==> config.mk <==
export PLATFORM = sky130hd
export DESIGN_NAME = m_lsu_flat
export DESIGN_NICKNAME = d
export VERILOG_FILES = /design/src/rtl/m_lsu_if.sv /design/src/rtl/m_lsu.sv /design/src/flat_wrapper.sv
export SDC_FILE = /design/constraint.sdc
export NUM_CORES = 1
export LEC_CHECK = 0
export BUFFER_PORTS_ARGS = -buffer_cell sky130_fd_sc_hd__buf_2
export CAP_MARGIN = 10
export CORE_MARGIN = 2
export CORE_UTILIZATION = 49
export CTS_BUF_LIST = sky130_fd_sc_hd__clkbuf_4 sky130_fd_sc_hd__clkbuf_8 sky130_fd_sc_hd__clkbuf_16
export DETAILED_ROUTE_END_ITERATION = 8
export PLACE_DENSITY = 0.88
export SLEW_MARGIN = 20
export SYNTH_ARGS = -nofsm -noshare
export SYNTH_HDL_FRONTEND = slang
export SYNTH_SLANG_ARGS = --single-unit
export TNS_END_PERCENT = 5
==> constraint.sdc <==
create_clock -name clk -period 3.2 [get_ports clk]
set_input_delay 0.16 -clock clk [delete_from_list [all_inputs] [get_ports clk]]
set_output_delay 0.16 -clock clk [all_outputs]
set_load 0.03 [all_outputs]
==> src/rtl/m_lsu_if.sv <==
// Wishbone-classic data bus between the load/store unit (master) and memory (slave).
interface m_lsu_if #(
  parameter int XLEN = 32
);
  logic [XLEN-1:0] mem_adr_o;
  logic [XLEN-1:0] mem_dat_o;
  logic [3:0]      mem_sel_o;
  logic            mem_we_o;
  logic            mem_cyc_o;
  logic            mem_stb_o;
  logic            mem_ack_i;
  logic            mem_err_i;
  logic [XLEN-1:0] mem_dat_i;

  modport master (
    output mem_adr_o, mem_dat_o, mem_sel_o, mem_we_o, mem_cyc_o, mem_stb_o,
    input  mem_ack_i, mem_err_i, mem_dat_i
  );

  modport slave (
    input  mem_adr_o, mem_dat_o, mem_sel_o, mem_we_o, mem_cyc_o, mem_stb_o,
    output mem_ack_i, mem_err_i, mem_dat_i
  );
endinterface

==> src/rtl/m_lsu.sv <==
// M-stage load/store bus master: issues one Wishbone access per request,
// stalls the pipeline until it ends, and returns aligned/extended load data.
module m_lsu #(
  parameter int XLEN    = 32,
  parameter int TIMEOUT = 16
) (
  input  logic            clk,
  input  logic            rst_n,
  input  logic            req_valid,
  input  logic            req_we,
  input  logic [1:0]      req_size,
  input  logic            req_unsigned,
  input  logic [XLEN-1:0] req_addr,
  input  logic [XLEN-1:0] req_wdata,
  output logic            stall,
  output logic            done,
  output logic [XLEN-1:0] mem_dat_i_w,
  output logic            misalign,
  output logic            bus_err,
  output logic            timeout,
  m_lsu_if.master         bus
);

  localparam int CW = $clog2(TIMEOUT + 1);
  localparam logic [CW-1:0] CNT_LAST = CW'(TIMEOUT - 1);

  typedef enum logic [1:0] {
    S_IDLE = 2'd0,
    S_BUS  = 2'd1,
    S_DONE = 2'd2
  } state_e;

  // Half needs addr[0]=0, word needs addr[1:0]=0, size 11 is never legal.
  function automatic logic f_misaligned(input logic [1:0] size, input logic [1:0] lo);
    case (size)
      2'b00:   f_misaligned = 1'b0;
      2'b01:   f_misaligned = lo[0];
      2'b10:   f_misaligned = (lo != 2'b00);
      default: f_misaligned = 1'b1;
    endcase
  endfunction

  function automatic logic [3:0] f_sel(input logic [1:0] size, input logic [1:0] lo);
    case (size)
      2'b00:   f_sel = 4'b0001 << lo;
      2'b01:   f_sel = 4'b0011 << {lo[1], 1'b0};
      2'b10:   f_sel = 4'b1111;
      default: f_sel = 4'b0000;
    endcase
  endfunction

  // Replicate store data across lanes so the slave can pick any selected lane.
  function automatic logic [XLEN-1:0] f_wdat(input logic [1:0] size, input logic [XLEN-1:0] wd);
    case (size)
      2'b00:   f_wdat = {4{wd[7:0]}};
      2'b01:   f_wdat = {2{wd[15:0]}};
      default: f_wdat = wd;
    endcase
  endfunction

  function automatic logic [XLEN-1:0] f_load_ext(input logic [XLEN-1:0] rd, input logic [1:0] lo,
                                                  input logic [1:0] size, input logic uns);
    logic [XLEN-1:0] sh;
    sh = rd >> {lo, 3'b000};
    case (size)
      2'b00:   f_load_ext = uns ? {{(XLEN-8){1'b0}}, sh[7:0]}  : {{(XLEN-8){sh[7]}}, sh[7:0]};
      2'b01:   f_load_ext = uns ? {{(XLEN-16){1'b0}}, sh[15:0]} : {{(XLEN-16){sh[15]}}, sh[15:0]};
      default: f_load_ext = sh;
    endcase
  endfunction

  state_e          state_q, state_d;
  logic [CW-1:0]   cnt_q, cnt_d;
  logic            cyc_q, cyc_d;
  logic            we_q, we_d;
  logic [XLEN-1:0] adr_q, adr_d;
  logic [XLEN-1:0] dat_o_q, dat_o_d;
  logic [3:0]      sel_q, sel_d;
  logic [1:0]      size_q, size_d;
  logic [1:0]      lo_q, lo_d;
  logic            uns_q, uns_d;
  logic [XLEN-1:0] rdata_q, rdata_d;
  logic            done_q, done_d;
  logic            misalign_q, misalign_d;
  logic            bus_err_q, bus_err_d;
  logic            timeout_q, timeout_d;

  assign stall          = ((state_q == S_IDLE) && req_valid) || (state_q == S_BUS);
  assign done           = done_q;
  assign misalign       = misalign_q;
  assign bus_err        = bus_err_q;
  assign timeout        = timeout_q;
  assign mem_dat_i_w    = rdata_q;
  assign bus.mem_cyc_o  = cyc_q;
  assign bus.mem_stb_o  = cyc_q;
  assign bus.mem_we_o   = we_q;
  assign bus.mem_adr_o  = adr_q;
  assign bus.mem_sel_o  = sel_q;
  assign bus.mem_dat_o  = dat_o_q;

  // Next-state and next-output computation for the IDLE/BUS/DONE sequencer.
  always_comb begin
    state_d    = state_q;
    cnt_d      = cnt_q;
    cyc_d      = cyc_q;
    we_d       = we_q;
    adr_d      = adr_q;
    dat_o_d    = dat_o_q;
    sel_d      = sel_q;
    size_d     = size_q;
    lo_d       = lo_q;
    uns_d      = uns_q;
    rdata_d    = rdata_q;
    done_d     = 1'b0;
    misalign_d = 1'b0;
    bus_err_d  = 1'b0;
    timeout_d  = 1'b0;
    case (state_q)
      S_IDLE: begin
        if (req_valid) begin
          if (f_misaligned(req_size, req_addr[1:0])) begin
            state_d    = S_DONE;
            done_d     = 1'b1;
            misalign_d = 1'b1;
            rdata_d    = {XLEN{1'b0}};
          end else begin
            state_d = S_BUS;
            cnt_d   = {CW{1'b0}};
            cyc_d   = 1'b1;
            we_d    = req_we;
            adr_d   = {req_addr[XLEN-1:2], 2'b00};
            sel_d   = f_sel(req_size, req_addr[1:0]);
            dat_o_d = f_wdat(req_size, req_wdata);
            size_d  = req_size;
            lo_d    = req_addr[1:0];
            uns_d   = req_unsigned;
          end
        end else begin
          state_d = S_IDLE;
        end
      end
      S_BUS: begin
        if (bus.mem_err_i) begin
          state_d   = S_DONE;
          cyc_d     = 1'b0;
          we_d      = 1'b0;
          done_d    = 1'b1;
          bus_err_d = 1'b1;
          rdata_d   = {XLEN{1'b0}};
        end else if (bus.mem_ack_i) begin
          state_d = S_DONE;
          cyc_d   = 1'b0;
          we_d    = 1'b0;
          done_d  = 1'b1;
          if (!we_q) begin
            rdata_d = f_load_ext(bus.mem_dat_i, lo_q, size_q, uns_q);
          end else begin
            rdata_d = rdata_q;
          end
        end else if (cnt_q == CNT_LAST) begin
          state_d   = S_DONE;
          cyc_d     = 1'b0;
          we_d      = 1'b0;
          done_d    = 1'b1;
          timeout_d = 1'b1;
          rdata_d   = {XLEN{1'b0}};
        end else begin
          cnt_d = cnt_q + CW'(1);
        end
      end
      S_DONE: begin
        // The pipeline advances at the end of this cycle; a held req_valid is not a new request.
        state_d = S_IDLE;
      end
      default: begin
        state_d = S_IDLE;
        cyc_d   = 1'b0;
        we_d    = 1'b0;
      end
    endcase
  end

  // State and registered outputs; async reset drops the bus cycle immediately.
  always_ff @(posedge clk or negedge rst_n) begin
    if (!rst_n) begin
      state_q    <= S_IDLE;
      cnt_q      <= {CW{1'b0}};
      cyc_q      <= 1'b0;
      we_q       <= 1'b0;
      adr_q      <= {XLEN{1'b0}};
      dat_o_q    <= {XLEN{1'b0}};
      sel_q      <= 4'b0000;
      size_q     <= 2'b00;
      lo_q       <= 2'b00;
      uns_q      <= 1'b0;
      rdata_q    <= {XLEN{1'b0}};
      done_q     <= 1'b0;
      misalign_q <= 1'b0;
      bus_err_q  <= 1'b0;
      timeout_q  <= 1'b0;
    end else begin
      state_q    <= state_d;
      cnt_q      <= cnt_d;
      cyc_q      <= cyc_d;
      we_q       <= we_d;
      adr_q      <= adr_d;
      dat_o_q    <= dat_o_d;
      sel_q      <= sel_d;
      size_q     <= size_d;
      lo_q       <= lo_d;
      uns_q      <= uns_d;
      rdata_q    <= rdata_d;
      done_q     <= done_d;
      misalign_q <= misalign_d;
      bus_err_q  <= bus_err_d;
      timeout_q  <= timeout_d;
    end
  end

endmodule

==> src/flat_wrapper.sv <==
// flat-port wrapper written by rule: the top's interface ports become plain ports
module m_lsu_flat 
#(
  parameter int XLEN    = 32,
  parameter int TIMEOUT = 16
)
  (clk, rst_n, req_valid, req_we, req_size, req_unsigned, req_addr, req_wdata, stall, done, mem_dat_i_w, misalign, bus_err, timeout, bus_mem_adr_o, bus_mem_dat_o, bus_mem_sel_o, bus_mem_we_o, bus_mem_cyc_o, bus_mem_stb_o, bus_mem_ack_i, bus_mem_err_i, bus_mem_dat_i);
  m_lsu_if #(.XLEN(XLEN)) bus_i ();
  input  logic clk;
  input  logic rst_n;
  input  logic req_valid;
  input  logic req_we;
  input  logic [1:0] req_size;
  input  logic req_unsigned;
  input  logic [XLEN-1:0] req_addr;
  input  logic [XLEN-1:0] req_wdata;
  output logic stall;
  output logic done;
  output logic [XLEN-1:0] mem_dat_i_w;
  output logic misalign;
  output logic bus_err;
  output logic timeout;
  output wire logic [$bits(bus_i.mem_adr_o)-1:0] bus_mem_adr_o;
  output wire logic [$bits(bus_i.mem_dat_o)-1:0] bus_mem_dat_o;
  output wire logic [$bits(bus_i.mem_sel_o)-1:0] bus_mem_sel_o;
  output wire logic [$bits(bus_i.mem_we_o)-1:0] bus_mem_we_o;
  output wire logic [$bits(bus_i.mem_cyc_o)-1:0] bus_mem_cyc_o;
  output wire logic [$bits(bus_i.mem_stb_o)-1:0] bus_mem_stb_o;
  input wire logic [$bits(bus_i.mem_ack_i)-1:0] bus_mem_ack_i;
  input wire logic [$bits(bus_i.mem_err_i)-1:0] bus_mem_err_i;
  input wire logic [$bits(bus_i.mem_dat_i)-1:0] bus_mem_dat_i;
  assign bus_mem_adr_o = bus_i.mem_adr_o;
  assign bus_mem_dat_o = bus_i.mem_dat_o;
  assign bus_mem_sel_o = bus_i.mem_sel_o;
  assign bus_mem_we_o = bus_i.mem_we_o;
  assign bus_mem_cyc_o = bus_i.mem_cyc_o;
  assign bus_mem_stb_o = bus_i.mem_stb_o;
  assign bus_i.mem_ack_i = bus_mem_ack_i;
  assign bus_i.mem_err_i = bus_mem_err_i;
  assign bus_i.mem_dat_i = bus_mem_dat_i;
  m_lsu #(.XLEN(XLEN), .TIMEOUT(TIMEOUT)) u_core (.clk(clk), .rst_n(rst_n), .req_valid(req_valid), .req_we(req_we), .req_size(req_size), .req_unsigned(req_unsigned), .req_addr(req_addr), .req_wdata(req_wdata), .stall(stall), .done(done), .mem_dat_i_w(mem_dat_i_w), .misalign(misalign), .bus_err(bus_err), .timeout(timeout), .bus(bus_i));
endmodule
==> reports/qor.csv, run 1 <==
metric,value,unit
status,"finished, final reports clean",
max_slew headroom,36.21,%
DRC errors left,0,
synthesized area,5589,um^2
num rows,39,
via count,5302,
register bit total from synthesis,116,
height of the die,110.8,um
Num CTS Buffers,17,
final hold vios,0,
final setup violation count,0,
Min-Delay Path Class,in -> reg,
Peak supply drop,0.5919,mV
post-synthesis sequential area ratio,51.94,%
r2r setup slk,0.66,ns
Final GP Congestion,0.8422,
share of post-route cells with drive strength above 1,32.20,%
Final Skew,0.006996,ns
Post-Route WL,16590,um
worst hold endpoint,u_core.bus.mem_dat_o[0],
final net count,917,
clk_lat worst skew,0.41,ns
Post-synth EDFFs,0,
Critical Path RT,3.54,ns
fmax,393.2,MHz
Leak,4.037,nW
via-per-instance ratio,5.489,
IO Pins,213,
CTS tree,yes,
Final Max Slew Viols,0,
crit start category,register,
synth unique cells,49,
final worst setup slack,0.6570,ns
Diodes inserted,0,
CP max stage cell,or2_1,
Mean Syn Cell Area,9.620,um^2
Hold Path Stages,3,
Worst Tran Pin Value,0.9568,ns
worst-case clock buffer depth,2,
initial antenna violation count,0,
gr usage total,27.60,%
DIE AREA,12280,um^2
"Clk pin slew, worst setup/hold paths",0.06,ns
Critical Path Sink Type,register,
Reg2Reg Capture Point,u_core.mem_dat_i_w[14],
Max-Cap Viols,0,
RSZ-0062 raised after global routing,no,
critical path class,reg -> reg,
hold_ws,0.02727,ns
WP data arrival,2.89,ns
fillcell total,851,
vias in the first global route,5429,
pwr dens,812.9,nW/um^2
pre-CTS setup slack,0.6802,ns
Port Buffers,210,
post-route cell area,7701,um^2
final worst path period need,2.543,ns
worst-case reg-to-reg path depth,8,
post-DP HPWL,10850,um
YS warnings,0,
CP Max Fanout,17,
Initial Utilization,49.58,%
Mapped Cells,581,
Tot Pwr,6.260,mW
hold path startpoint,req_wdata[0],
max incr delay on CP,0.54,ns
most common flop cell mapped by yosys,dfrtp_1,
largest net degree at the start of global routing,62,
Tcrit/Tclk final,79.47,%
Floorplan Core Area,11270,um^2
CTS root buf,clkbuf_16,
DR WL/cell,17.18,um
H-Tree Depth,4,
GR Overflow Total,0,
Setup TNS,0,ns
placed inst area,6686,um^2
Worst R2R Start,u_core.cnt_q[0],
Starting DRT DRC Count,505,
Die X,110.8,um
drt pass-1 iters,5,
CP cell instances,ha_1 -> and3_1 -> ha_1 -> nor3_1 -> buf_4 -> a221o_1 -> or2_1 -> a22o_1,
Post-synth ARST share,100.0,%
CTS Sinks,116,
first-pass GRT wire length,27080,um
P&R area growth vs syn,37.79,%
Crit path top cell by count,ha_1,
Antenna Nets Post-Route,0,
[layout by cell type, fill, tap and decap left out, types with 10 or more instances in the layout]
master,count
nand2_1,170
mux2i_1,43
buf_2,209
clkbuf_16,17
a211oi_1,14
a22o_1,10
dfrtp_1,116
nor2_1,16
nor2b_1,10
dlygate4sd3_1,36
a21oi_1,11
o21ai_0,57
[report_power, final]
part | switching, mW | internal, mW
Combinational | 1.45 | 0.667
Clock | 0.711 | 1.39
Sequential | 0.236 | 1.81
[registers in the layout, indices dropped and copies added (netlist names), 2 cells and up]
register / flops
u_core.bus.mem_dat_o: 32
u_core.mem_dat_i_w: 32
u_core.bus.mem_adr_o: 30
u_core.cnt_q: 5
u_core.bus.mem_sel_o: 4
u_core.lo_q: 2
u_core.size_q: 2
u_core.state_q: 2
[repair_timing]
item / 4_1_cts / 5_1_grt
hold buffers: 36 / 0
setup buffers: 0 / 0
endpoints found under the hold margin: 89 / 0
endpoints found under the setup margin: 0 / 0
resized for setup: 0 / 0
[critical path, delay by kind of cell (launching register included)]
kind | cells | cell delay, ns
AO/OA/AOI/OAI | 2 | 0.62
adder cells (fa/ha/maj) | 2 | 0.41
buffers and inverters | 1 | 0.17
flip-flops | 1 | 0.40
AND/OR/NAND/NOR | 3 | 0.87
[final cells by class]
class | instances | area [um^2] | share of cell area (%)
flip-flops and latches | 116 | 2903 | 37.69
multi-input cells | 417 | 2447 | 31.78
repair buffers | 255 | 1506 | 19.56
clock buffers | 17 | 425.4 | 5.524
clock inverters | 15 | 229.0 | 2.973
well taps | 143 | 178.9 | 2.323
inverters | 3 | 11.26 | 0.1462
[metrics by stage]
| stage | utilization, % | instances |
|---|---|---|
| floorplan | - | 582 |
| global placement | 59.32 | 898 |
| detailed placement | 59.32 | 898 |
| CTS | 68.32 | 966 |
| global route | 68.32 | 966 |
| finish | 68.32 | 966 |
[cell usage after synthesis (2+ instances only)]
cell	count	area (um^2)
nor2b_1	10	62.56
clkbuf_1	20	75.07
inv_1	3	11.26
nand2_1	170	638.1
nand2b_1	3	18.77
nor4b_1	2	17.52
o22ai_1	2	12.51
mux2_2	7	78.83
o2bb2ai_1	8	70.07
buf_6	3	33.78
buf_4	3	22.52
a21oi_1	11	55.05
nand3_1	6	30.03
o31ai_1	8	60.06
mux2i_1	43	430.4
and3_1	2	12.51
nand3b_1	2	15.01
a211oi_1	14	105.1
a21boi_0	8	60.06
buf_2	14	70.07
o21ai_0	57	285.3
nor4_1	3	18.77
buf_1	5	18.77
ha_1	2	25.02
xor2_1	2	17.52
a2bb2oi_1	8	70.07
nor2_1	16	60.06
a21o_1	4	30.03
a22o_1	10	87.58
dfrtp_1	116	2903
[cells by family (layout without fill, tap and decap cells)]
kind of cell	count (synthesis)	count (layout)	synth area share, %
fa+ha+maj	2	2	0.4477
compound gates	137	137	16.36
buf+inv	49	290	4.500
mux	51	51	9.514
simple gates	222	222	16.70
flops	116	116	51.94
other cells	1	2	0.06709
xor+xnor	3	3	0.4702
[routing by layer]
metal / wire (um) / global-route usage [%] / part of all wire [%] / up-vias
li1: - / - / - / 2464
met1: 6579 / 33.58 / 40 / 2513
met2: 8215 / 46.79 / 50 / 293
met3: 1483 / 8.256 / 8.9 / 32
met4: 314 / 9.833 / 1.9 / 0
met5: 0 / 0 / 0 / -
[worst max-delay path by stage]
stage | endpoint | start
4_1_cts | u_core.mem_dat_i_w[10] | u_core.cnt_q[0]
3_3_place_gp | u_core.mem_dat_i_w[14] | u_core.cnt_q[0]
6_report | u_core.mem_dat_i_w[14] | u_core.cnt_q[0]
3_5_place_dp | u_core.mem_dat_i_w[13] | u_core.cnt_q[0]
5_1_grt | u_core.mem_dat_i_w[11] | u_core.cnt_q[0]
2_1_floorplan | u_core.mem_dat_i_w[14] | u_core.cnt_q[0]
No activity file was read; power rests on OpenSTA's default activity.
==> run 2: changes to the inputs <==
--- a/config.mk
+++ b/config.mk
@@ -5,13 +5,14 @@
 export SDC_FILE = /design/constraint.sdc
 export NUM_CORES = 1
 export LEC_CHECK = 0
+export ABC_AREA = 1
 export BUFFER_PORTS_ARGS = -buffer_cell sky130_fd_sc_hd__buf_2
 export CAP_MARGIN = 10
 export CORE_MARGIN = 2
-export CORE_UTILIZATION = 49
+export CORE_UTILIZATION = 50
 export CTS_BUF_LIST = sky130_fd_sc_hd__clkbuf_4 sky130_fd_sc_hd__clkbuf_8 sky130_fd_sc_hd__clkbuf_16
 export DETAILED_ROUTE_END_ITERATION = 8
-export PLACE_DENSITY = 0.88
+export PLACE_DENSITY = 0.89
 export SLEW_MARGIN = 20
 export SYNTH_ARGS = -nofsm -noshare
 export SYNTH_HDL_FRONTEND = slang
==> constraint.sdc (replaced) <==
create_clock -name clk -period 2.4 [get_ports clk]
set_input_delay 0.12 -clock clk [delete_from_list [all_inputs] [get_ports clk]]
set_output_delay 0.12 -clock clk [all_outputs]
set_load 0.03 [all_outputs]
==> run 2 against run 1 <==
Against the previous run: clock skew increased by 0.0024 ns; fmax is 23% higher; global-route usage grew 1.3 points; highest routed layer unchanged; critical path depth is 4 higher; die area rose by 0.84%; combinational power grew 34%; power is 29% higher; clock power grew 21%.
==> reports/qor.csv, run 2 <==
metric,value,unit,change
status,"finished, final reports clean",,unchanged
Max-Cap Viols,0,,unchanged
Switching Fraction,40.55,%,was 38.24%
cell family with the largest share of critical-path delay,simple AND/OR/NAND/NOR gates,,unchanged
top-count cell post-synth,nand2_1,,unchanged
WP data arrival,2.42,ns,was 2.89 ns
Post-Route WL,17480,um,was 16590 um
DRC errors left,0,,unchanged
synthesized area,5753,um^2,was 5589 um^2
final net count,1103,,was 917
met3 WL,1531,um,was 1483 um
Die X,111.3,um,was 110.8 um
GR Overflow Total,0,,unchanged
Final Skew,0.009430,ns,was 0.006996 ns
power share of the clock group,31.7,%,was 33.5%
crit start category,register,,unchanged
Starting DRT DRC Count,740,,was 505
Antenna Nets Post-Route,0,,unchanged
clk_lat worst skew,0.42,ns,was 0.41 ns
Mapped Cells,759,,was 581
Leak,4.418,nW,was 4.037 nW
worst path bufs/invs,1,,unchanged
CP cell instances,ha_1 -> nand2_1 -> nor2_1 -> ha_1 -> inv_1 -> nand2_1 -> nand2_2 -> nand2_1 -> nand3_4 -> nor2_2 -> nand2_1 -> nand2_1,,was ha_1 -> and3_1 -> ha_1 -> nor3_1 -> buf_4 -> a221o_1 -> or2_1 -> a22o_1
Synth area leader,dfrtp_1,,unchanged
final hold vios,0,,unchanged
Post-synth top cells,"nand2_1, dfrtp_1, nand3_1",,"was nand2_1, dfrtp_1, o21ai_0"
Port Buffers,210,,unchanged
Final Max Slew Viols,0,,unchanged
num rows,39,,unchanged
share of post-route cells with drive strength above 1,27.45,%,was 32.20%
via count,6181,,was 5302
Initial Utilization,50.82,%,was 49.58%
CP Max Fanout,17,,unchanged
IO Pins,213,,unchanged
Peak supply drop,0.6598,mV,was 0.5919 mV
Tot Pwr,8.057,mW,was 6.260 mW
first-pass GRT wire length,28670,um,was 27080 um
met2 WL post-DR,8308,um,was 8215 um
Metal-1 WL,7058,um,was 6579 um
Final GP Congestion,0.9292,,was 0.8422
CTS root buf,clkbuf_16,,unchanged
Int Power,4.789,mW,was 3.866 mW
synth unique cells,31,,was 49
combinational share of power,35.0,%,was 33.8%
RSZ-0062 raised after global routing,no,,unchanged
"commonest non-fill, non-tap cell in the layout",nand2_1,,was buf_2
final setup violation count,0,,unchanged
Setup TNS,0,ns,unchanged
part of the power in registers,33.4,%,was 32.7%
most common flop cell mapped by yosys,dfrtp_1,,unchanged
"top cells by area, synth","dfrtp_1, nand2_1, nand3_1, o21ai_0, nor2_1",,"was dfrtp_1, nand2_1, mux2i_1, o21ai_0, a211oi_1"
Tcrit/Tclk final,86.35,%,was 79.47%
uppermost layer routed,met4,,unchanged
max incr delay on CP,0.40,ns,was 0.54 ns
Finished Core Util,69.50,%,was 68.32%
final worst path period need,2.072,ns,was 2.543 ns
Post-synth EDFFs,0,,unchanged
height of the die,111.3,um,was 110.8 um
H-Tree Depth,4,,unchanged
critical path class,reg -> reg,,unchanged
largest net degree at the start of global routing,53,,was 62
Worst Tran Pin Value,0.6838,ns,was 0.9568 ns
Num CTS Buffers,17,,unchanged
YS warnings,0,,unchanged
DR WL/cell,15.18,um,was 17.18 um
Crit path top cell by count,nand2_1,,was ha_1
drt pass-1 iters,8,,was 5
CP max stage cell,dfrtp_1,,was or2_1
max_slew headroom,54.42,%,was 36.21%
"Clk pin slew, worst setup/hold paths",0.06,ns,about the same
Diodes inserted,0,,unchanged
Critical Path RT,2.75,ns,was 3.54 ns
vias in the first global route,5941,,was 5429
initial antenna violation count,0,,unchanged
P&R area growth vs syn,36.76,%,was 37.79%
Post-synth ARST share,100.0,%,unchanged
post-synth top area share,50.46,%,was 51.94%
Critical Path Sink Type,register,,unchanged
post-DP HPWL,11290,um,was 10850 um
"commonest cells after routing, fill and taps aside","nand2_1, buf_2, dfrtp_1, nand3_1, nor2_1",,"was buf_2, nand2_1, dfrtp_1, o21ai_0, mux2i_1"
register bit total from synthesis,116,,unchanged
worst-case clock buffer depth,2,,unchanged
post-synthesis sequential area ratio,50.46,%,was 51.94%
Min-Delay Path Class,in -> reg,,unchanged
Mean Syn Cell Area,7.580,um^2,was 9.620 um^2
switching power total,3.267,mW,was 2.394 mW
placed inst area,6862,um^2,was 6686 um^2
gr usage total,28.91,%,was 27.60%
Floorplan Core Area,11320,um^2,was 11270 um^2
pwr dens,1024,nW/um^2,was 812.9 nW/um^2
post-route cell area,7868,um^2,was 7701 um^2
CTS Sinks,116,,unchanged
DIE AREA,12380,um^2,was 12280 um^2
CTS tree,yes,,unchanged
via-per-instance ratio,5.365,,was 5.489
fmax,482.5,MHz,was 393.2 MHz
## run 2: kinds of logic (layout without fill, tap and decap cells)
family,Yosys count,in the layout,synth area share (%)
compound gates,92,92,8.373
xor+xnor,1,1,0.1523
fa+ha+maj,2,2,0.4349
buf+inv,76,325,6.459
flops,116,116,50.46
other cells,1,2,0.06518
simple gates,471,471,34.06
## run 2: per-layer routing
layer | track usage [%] | vias up
met5 | 0 | -
met4 | 12.84 | 0
met3 | 6.397 | 60
met2 | 47.40 | 378
met1 | 36.91 | 2859
li1 | - | 2884
## run 2: cell type report
type | instances | area, um^2
Timing Repair Buffer | 264 | 1599
Clock inverter | 13 | 148.9
Fill cell | 912 | 3453
Multi-Input combinational cell | 568 | 2482
Clock buffer | 19 | 446.7
Inverter | 29 | 108.9
Sequential cell | 116 | 2903
Tap cell | 143 | 178.9
## run 2: worst reg2reg max path: cells and delay by family, from the launching register on
kind / cells / cell delay (ns)
AND/OR/NAND/NOR: 9 / 1.21
buffers and inverters: 1 / 0.06
adder cells (fa/ha/maj): 2 / 0.35
flip-flops: 1 / 0.40
## run 2: metrics by stage
| step | std cells | setup slack [ns] | hold slack [ns] |
|---|---|---|---|
| 3_5_place_dp | 1079 | 0.4159 | 0.2025 |
| 2_1_floorplan | 760 | 0.7003 | -0.1756 |
| 3_3_place_gp | 1079 | 0.4984 | 0.1974 |
| 4_1_cts | 1152 | 0.3687 | 0.0003123 |
| 6_report | 1152 | 0.3276 | 0.003377 |
| 5_1_grt | 1152 | 0.1108 | 0.02531 |
## run 2: power by group through the flow
stage / clock network, mW / registers, mW / logic [mW]
after detailed placement: 0 / 2.68 / 2.73
after floorplan: 0 / 3.41 / 1.18
final: 2.55 / 2.69 / 2.82
after global placement: 0 / 2.67 / 2.67
after CTS: 2.55 / 2.67 / 2.79
after global routing: 2.66 / 2.74 / 3.06
## run 2: path summary, 6_finish.rpt
check                      depth (start not counted)  slack (ns)                       end                    start
hold / removal                                     3       0.003  u_core.bus.mem_dat_o[15]            req_wdata[15]
min in group asynchronous                          2        0.28  u_core.bus.mem_dat_o[30]                    rst_n
setup / recovery                                  12        0.33    u_core.mem_dat_i_w[14]          u_core.cnt_q[0]
hold reg to reg                                    2        0.48   u_core.bus.mem_sel_o[0]  u_core.bus.mem_sel_o[0]
max in group asynchronous                          3        1.36    u_core.mem_dat_i_w[21]                    rst_n
setup reg to reg                                  12        0.33    u_core.mem_dat_i_w[14]          u_core.cnt_q[0]
## run 2: timing repair
item,in CTS,in global routing
resized for setup,0,0
setup endpoints to repair,0,0
buffers inserted,0,0
hold endpoints to repair,88,0
hold buffers,41,0
==> run 3: changes to the inputs <==
--- a/config.mk
+++ b/config.mk
@@ -12,7 +12,9 @@
 export CORE_UTILIZATION = 50
 export CTS_BUF_LIST = sky130_fd_sc_hd__clkbuf_4 sky130_fd_sc_hd__clkbuf_8 sky130_fd_sc_hd__clkbuf_16
 export DETAILED_ROUTE_END_ITERATION = 8
+export GPL_TIMING_DRIVEN = 0
 export PLACE_DENSITY = 0.89
+export RECOVER_POWER = 25
 export SLEW_MARGIN = 20
 export SYNTH_ARGS = -nofsm -noshare
 export SYNTH_HDL_FRONTEND = slang
==> run 3 against run 2 <==
Against the previous run: largest cell class unchanged; largest power group unchanged; first-iteration DRC count shrank 22%; cell area grew 1.1%; core utilization grew 0.76 points; worst setup slack better by 0.033 ns; wire length increased by 8.1%; sequential share of layout area fell by 0.40 points.
==> reports/qor.csv, run 3 (synthesis gave the netlist of run 2 again) <==
metric,value,unit,change
CP cell instances,ha_1 -> nand2_1 -> nor2_1 -> ha_1 -> inv_1 -> nand3_1 -> inv_1 -> nor2_1 -> nor2_1 -> nand2_1 -> nand2_1,,was ha_1 -> nand2_1 -> nor2_1 -> ha_1 -> inv_1 -> nand2_1 -> nand2_2 -> nand2_1 -> nand3_4 -> nor2_2 -> nand2_1 -> nand2_1
Port Buffers,208,,was 210
final worst path period need,2.039,ns,was 2.072 ns
crit start category,register,,unchanged
Final GP Congestion,1.003,,was 0.9292
height of the die,111.3,um,unchanged
"Clk pin slew, worst setup/hold paths",0.06,ns,about the same
DR WL/cell,16.01,um,was 15.18 um
fmax,490.4,MHz,was 482.5 MHz
share of post-route cells with drive strength above 1,28.13,%,was 27.45%
CTS tree,yes,,unchanged
"commonest non-fill, non-tap cell in the layout",nand2_1,,unchanged
worst-case clock buffer depth,2,,unchanged
CTS Sinks,116,,unchanged
CP Max Fanout,6,,was 17
Finished Core Util,70.26,%,was 69.50%
RSZ-0062 raised after global routing,no,,unchanged
clk_lat worst skew,0.41,ns,was 0.42 ns
Floorplan Core Area,11320,um^2,unchanged
final hold vios,0,,unchanged
CP max stage cell,dfrtp_1,,unchanged
P&R area growth vs syn,38.26,%,was 36.76%
"commonest cells after routing, fill and taps aside","nand2_1, buf_2, dfrtp_1, nand3_1, nor2_1",,unchanged
Diodes inserted,0,,unchanged
pwr dens,1024,nW/um^2,about the same
via-per-instance ratio,5.322,,was 5.365
WP data arrival,2.38,ns,was 2.42 ns
Multi-input gate area,2466,um^2,was 2482 um^2
Setup TNS,0,ns,unchanged
Final Max Slew Viols,0,,unchanged
max_slew headroom,26.89,%,was 54.42%
count of non-filler cells in the finished layout,1181,,was 1152
num rows,39,,unchanged
Starting DRT DRC Count,580,,was 740
Initial Utilization,50.82,%,unchanged
Critical Path Sink Type,register,,unchanged
"Setup Fix Bufs, Post-CTS",0,,unchanged
vias in the first global route,6353,,was 5941
drt pass-1 iters,5,,was 8
IO Pins,213,,unchanged
largest net degree at the start of global routing,75,,was 53
final setup violation count,0,,unchanged
Leak,4.471,nW,was 4.418 nW
final net count,1132,,was 1103
Min-Delay Path Class,in -> reg,,unchanged
Peak supply drop,0.6342,mV,was 0.6598 mV
fillcell total,880,,was 912
Resize count post-CTS,0,,unchanged
Register Area,2903,um^2,unchanged
H-Tree Depth,4,,unchanged
post-route cell area,7954,um^2,was 7868 um^2
Die X,111.3,um,unchanged
CTS root buf,clkbuf_16,,unchanged
placed cells,1112,,was 1079
hold buffer count at CTS,37,,was 41
Post-Route WL,18900,um,was 17480 um
DIE AREA,12380,um^2,unchanged
placed inst area,7010,um^2,was 6862 um^2
Critical Path RT,2.75,ns,about the same
Num CTS Buffers,17,,unchanged
Worst Tran Pin Value,1.097,ns,was 0.6838 ns
Tcrit/Tclk final,84.97,%,was 86.35%
DRC errors left,0,,unchanged
initial antenna violation count,0,,unchanged
GR Overflow Total,0,,unchanged
status,"finished, final reports clean",,unchanged
max incr delay on CP,0.42,ns,was 0.40 ns
Max-Cap Viols,0,,unchanged
post-DP HPWL,12240,um,was 11290 um
first-pass GRT wire length,31080,um,was 28670 um
gr usage total,31.63,%,was 28.91%
via count,6285,,was 6181
Tot Pwr,8.148,mW,was 8.057 mW
critical path class,reg -> reg,,unchanged
Final Skew,0.008392,ns,was 0.009430 ns
Antenna Nets Post-Route,0,,unchanged
-- run 3: area by class of cell --
class / instances / share of cell area (%)
tap: 143 / 2.249
sequential: 116 / 36.50
clock inverter: 15 / 2.139
clock buffer: 17 / 5.348
timing repair buffer: 246 / 18.09
multi-input combinational: 568 / 31.01
inverter: 29 / 1.369
buffer: 47 / 3.303
-- run 3: per-layer routing --
metal  part of all wire, %  global-route usage [%]  vias up  routed length, um
met3                   9.3                   7.654       59               1766
met4                   3.6                   13.74        0                688
met2                    49                   53.90      369               9248
met1                    38                   38.24     2919               7202
li1                      -                       -     2938                  -
met5                     0                       0        -                  0
-- run 3: worst max-delay path, delay by kind of cell, from the launching register on --
kind | cells | cell delay [ns]
simple gates | 7 | 0.85
fa+ha+maj | 2 | 0.43
flops | 1 | 0.42
buf+inv | 2 | 0.28
-- run 3: worst paths after layout --
check | start | endpoint | slack [ns] | depth (start not counted)
hold reg to reg | u_core.mem_dat_i_w[24] | u_core.mem_dat_i_w[24] | 0.47 | 2
min in group asynchronous | rst_n | u_core.mem_dat_i_w[3] | 0.45 | 2
max in group asynchronous | rst_n | u_core.cnt_q[3] | 1.05 | 3
setup reg to reg | u_core.cnt_q[0] | u_core.bus.mem_cyc_o | 0.36 | 11
setup / recovery | u_core.cnt_q[0] | u_core.bus.mem_cyc_o | 0.36 | 11
hold / removal | req_wdata[12] | u_core.bus.mem_dat_o[12] | 0.009 | 3
-- run 3: per-stage QoR --
step / hold WS, ns / setup slack (ns)
final: 0.008544 / 0.3608
after global routing: 0.02283 / 0.1538
after CTS: 0.001482 / 0.5016
after detailed placement: 0.05934 / 0.5200
after global placement: 0.3294 / -0.1652
after floorplan: -0.1756 / 0.7003
-- run 3: where the power goes --
| part | switching, mW | internal, mW | total, mW |
|---|---|---|---|
| Clock | 0.980 | 1.55 | 2.53 |
| Combinational | 2.08 | 0.881 | 2.96 |
| Sequential | 0.273 | 2.38 | 2.66 |
| Total | 3.33 | 4.82 | 8.15 |
